--- src/rtl/rotor_inv_table.sv ---
// Inverse permutation table for the rotor B return path, built from the shared load stream.
// Optional duplicate-code detection is enabled by defining ROTOR_INV_PERM_CHECK_EN.
module rotor_inv_table #(
  parameter logic [1:0] TABLE_ID = 2'b01,
  parameter int         DEPTH    = 64
) (
  input  logic       clk,
  input  logic       rst,
  input  logic [1:0] table_idx_buf,
  input  logic       load_buf,
  input  logic [5:0] code_in_buf,
  input  logic       lookup_valid,
  input  logic [5:0] lookup_code,
  output logic [5:0] lookup_data,
  output logic       lookup_data_valid,
  output logic       lookup_miss,
  output logic       table_ready,
  output logic [5:0] load_cnt,
  output logic       dup_err
);

  typedef enum logic [1:0] {
    EMPTY = 2'd0,
    FILL  = 2'd1,
    READY = 2'd2
  } state_t;

  state_t     state;
  logic       beat;
  logic       start;
  logic [5:0] wr_pos;
  logic [5:0] inv [DEPTH];

  assign beat   = load_buf && (table_idx_buf == TABLE_ID);
  assign start  = (state != FILL);
  assign wr_pos = start ? 6'd0 : load_cnt;

  always_ff @(posedge clk) begin
    if (rst) begin
      state             <= EMPTY;
      load_cnt          <= 6'd0;
      table_ready       <= 1'b0;
      lookup_data       <= 6'd0;
      lookup_data_valid <= 1'b0;
      lookup_miss       <= 1'b0;
    end else begin
      lookup_data_valid <= lookup_valid;
      lookup_miss       <= lookup_valid && (state != READY);
      // read sees the pre-write table when a beat lands in the same cycle
      if (lookup_valid)
        lookup_data <= (state == READY) ? inv[lookup_code] : 6'd0;
      if (beat) begin
        unique case (state)
          EMPTY, READY: begin
            state       <= FILL;
            load_cnt    <= 6'd1;
            table_ready <= 1'b0;
          end
          FILL: begin
            if (load_cnt == 6'd63) begin
              state       <= READY;
              load_cnt    <= 6'd0;
              table_ready <= 1'b1;
            end else begin
              load_cnt <= load_cnt + 6'd1;
            end
          end
          default: begin
            state       <= EMPTY;
            load_cnt    <= 6'd0;
            table_ready <= 1'b0;
          end
        endcase
      end
    end
  end

  always_ff @(posedge clk) begin
    if (beat)
      inv[code_in_buf] <= wr_pos;
  end

`ifdef ROTOR_INV_PERM_CHECK_EN
  logic [DEPTH-1:0] seen;
  logic [DEPTH-1:0] one_hot;

  assign one_hot = {{(DEPTH-1){1'b0}}, 1'b1} << code_in_buf;

  always_ff @(posedge clk) begin
    if (rst) begin
      seen    <= '0;
      dup_err <= 1'b0;
    end else if (beat) begin
      if (start) begin
        seen    <= one_hot;
        dup_err <= 1'b0;
      end else begin
        seen <= seen | one_hot;
        if (seen[code_in_buf])
          dup_err <= 1'b1;
      end
    end
  end
`else
  assign dup_err = 1'b0;
`endif

endmodule

--- config.mk ---
export PLATFORM = sky130hd
export DESIGN_NAME = rotor_inv_table
export DESIGN_NICKNAME = d
export VERILOG_FILES = /design/src/rtl/rotor_inv_table.sv
export SDC_FILE = /design/constraint.sdc
export NUM_CORES = 1
export LEC_CHECK = 0
export ABC_AREA = 1
export CORE_ASPECT_RATIO = 0.5
export CORE_UTILIZATION = 55
export CTS_CLUSTER_DIAMETER = 40
export DETAILED_ROUTE_END_ITERATION = 16
export PLACE_DENSITY = 0.83
export SKIP_LAST_GASP = 1
export SLEW_MARGIN = 20
export SYNTH_ARGS = -nofsm -noshare
export SYNTH_HDL_FRONTEND = slang
export SYNTH_SLANG_ARGS = --single-unit
--- constraint.sdc ---
create_clock -name clk -period 4.6 [get_ports clk]
set_input_delay 1.15 -clock clk [delete_from_list [all_inputs] [get_ports clk]]
set_output_delay 1.15 -clock clk [all_outputs]
set_load 0.05 [all_outputs]
==> results.json <==
{
  "status": "finished, violations left",
  "violations": "design-rule violations",
  "n_antenna_cell": 0,
  "antenna_found_initial": 0,
  "post-cts-setup-buffers": 0,
  "insertion_delay_ns": 0.54,
  "clk_path_buf_depth": 3,
  "async_flop_share_pct": 0,
  "layout-drive-gt1-share_pct": 5.418,
  "end_kind": "flip-flop",
  "worstPathArrival_ns": 3.43,
  "die_x_um": 246.7,
  "path_max_fanout": 17,
  "synth_seq_cells": 400,
  "seq_power_share_pct": 54.2,
  "hold_viol": 0,
  "cts.sinks": 400,
  "path_clk_slew_ns": 0.06,
  "grt_pass1_wl_um": 63510,
  "netlist_top_cells_count": "nand2_1 (507), edfxtp_1 (384), nand3_1 (333), nor2_1 (81), buf_2 (45)",
  "syn_inst": 1461,
  "pin_count": 34,
  "wl_per_cell_um": 21.74,
  "worstMarginPinSlew_ns": 1.212,
  "swShare_pct": 21.47,
  "synth.area.top_cells": "edfxtp_1 (70%), nand2_1 (12%), nand3_1 (10%), dfxtp_1 (1.9%), nor2_1 (1.8%)",
  "die_area_sq_um": 30660,
  "grt.total_usage_pct": 27.28,
  "setup_tns_ns": 0,
  "multi_input_area_sq_um": 4113,
  "power.leakage_nw": 6.668,
  "dr.pass1.iters": 15,
  "power.switching_mw": 1.560,
  "grt-ovfl-total": 0,
  "p_int_mw": 5.708,
  "rsz0062_at_grt": "no",
  "tritoncts": "done",
  "cts_inserted_buffers": 37,
  "slew_headroom_pct": 18.98,
  "cp.required_ns": 4.76,
  "crit_path_start_kind": "input port",
  "p_comb_share_pct": 5.1,
  "min_path_type": "flip-flop to flip-flop",
  "ys_seq_area_share_pct": 72.00,
  "synth_edf_count": 384,
  "use_met2_pct": 42.76,
  "skew_ns": 0.02780,
  "portBuffers": 32,
  "yosysWarnings": 0,
  "setup_viol": 0,
  "drcViolationCount": 2,
  "hpwl_um": 23890,
  "synth.most_common_cell": "nand2_1",
  "place_area_sq_um": 17040,
  "fill_cells": 2001,
  "area_growth_pct": 10.44,
  "p_clk_share_pct": 40.7,
  "use_met3_pct": 5.796,
  "grt_pass1_vias": 11350,
  "syn-num-nets": 1480,
  "layout.nets": 1489,
  "period_share_pct": 71.09,
  "ctsHoldBuffers": 0,
  "min_from": "state[0]",
  "use_met1_pct": 37.35,
  "holdPathStages": 1,
  "synth_area_per_cell_sq_um": 11.27,
  "vias": 11710,
  "synth_top_area_share_pct": 70.06,
  "drtIter0Drc": 1801,
  "cts.repair.resized": 0,
  "yosysUniqueCellTypes": 21,
  "postLayoutCellArea_sq_um": 18180,
  "core_sq_um": 29230,
  "die_h_um": 124.3,
  "ys.flop_type": "edfxtp_1",
  "synth_area_sq_um": 16460,
  "initial_utilization_pct": 56.30,
  "seqCellArea_sq_um": 11850,
  "ir_worst_vdd_mv": 0.3060,
  "via_per_inst": 6.208,
  "fmax_ghz": 0.3058,
  "routabilityCongestion": 0.9350,
  "worstRegToRegCells": 5,
  "wl_um": 41010,
  "fin_crit_ns": 3.270,
  "root_buffer": "clkbuf_16",
  "yosysTopAreaCell": "edfxtp_1",
  "maxCapViolCount": 0,
  "r2r-start": "state[0]",
  "slew_viol_final": 0,
  "r2r-end": "inv[45][4]",
  "grt_max_degree": 193,
  "htreeDepth": 2,
  "num_rows": 44,
  "power_per_cell_area_nw_per_um2": 399.8,
  "rrSetupSlack_ns": 1.98,
  "grt.busiest_layer": "met2",
  "crit_type": "input port to flip-flop",
  "min_delay_worst_endpoint": "load_cnt[0]",
  "detail-route-antenna-nets": 0
}
==> cells by family (layout without fill, tap and decap cells) <==
family	after synthesis	after routing	share of synthesized area, %
other	1	1	0.02278
flip-flops	400	400	72.00
AND/OR/NAND/NOR	932	932	23.94
AO/OA/AOI/OAI	18	18	0.6233
XOR/XNOR	1	1	0.05322
buffers and inverters	108	142	3.284
adder cells (fa/ha/maj)	1	1	0.07600
==> metal layers <==
| layer | up-vias | routed length [um] | share of wire, % |
|---|---|---|---|
| li1 | 5109 | - | - |
| met3 | 158 | 5607 | 14 |
| met2 | 1002 | 18900 | 46 |
| met4 | 0 | 1657 | 4.0 |
| met5 | - | 0 | 0 |
| met1 | 5440 | 14840 | 36 |
==> cell type report <==
type	count	area share, %
flip-flops and latches	400	65.19
multi-input cells	953	22.62
clock buffers	48	5.375
repair buffers	53	2.698
well taps	391	2.691
clock inverters	16	0.8879
inverters	25	0.5300
==> worst max path at each step <==
stage | startpoint | cells after the start | to | slack, ns
2_1_floorplan | load_cnt[5] | 2 | inv[0][5] | 1.77
3_3_place_gp | load_buf | 6 | inv[19][0] | 0.91
3_5_place_dp | table_idx_buf[0] | 6 | inv[11][0] | 0.91
4_1_cts | table_idx_buf[0] | 6 | inv[28][5] | 1.43
5_1_grt | load_buf | 6 | inv[28][5] | 1.23
6_report | load_buf | 6 | inv[36][3] | 1.33
==> stage by stage <==
step / setup slack, ns / total power, mW / utilization, % / cells / hold WS [ns]
after floorplan: 1.772 / 4.268 / - / 1461 / 0.4229
after global placement: 0.9123 / 4.357 / 58.29 / 1822 / 0.4449
after detailed placement: 0.9058 / 4.370 / 58.29 / 1822 / 0.4771
final: 1.330 / 7.268 / 62.19 / 1886 / 0.4947
after CTS: 1.426 / 7.251 / 62.19 / 1886 / 0.4885
after global routing: 1.225 / 7.419 / 62.19 / 1886 / 0.5272
==> registers in the layout, indices dropped and copies added, names as in the netlist <==
signal and count:
load_cnt 6, lookup_data_valid 1, lookup_data 6, state 1, table_ready 1, inv 384, lookup_miss 1
==> power groups by stage <==
stage	clock network, mW	registers (mW)	logic (mW)
after floorplan	0	4.02	0.244
after global placement	0	4.02	0.340
after detailed placement	0	4.02	0.353
after CTS	2.95	3.94	0.358
after global routing	3.08	3.94	0.397
final	2.96	3.94	0.370
==> placed cells by master, fill, tap and decap left out, types with 2 or more instances in the layout <==
master and instances:
inv_6 2, dfxtp_1 16, nand2_1 507, nand4_1 9, nor2_1 75, clkdlybuf4s50_1 29
clkbuf_1 10, o21ai_0 5, a211oi_1 2, clkinv_2 4, buf_4 20, buf_12 2
nor3_1 2, clkbuf_16 37, buf_2 2, nand3_1 333, a21oi_1 9, inv_1 23
edfxtp_1 384, bufinv_16 3, clkinv_1 5, clkinvlp_4 2, nor2_4 6
==> critical path, cell delays in order <==
cell and delay (ns):
clkdlybuf4s50_1 0.45, nand2_1 0.06, nor2_1 0.08, buf_4 0.21
nand4_1 0.74, nor2_1 0.74
(Power assumes the default switching activity.)
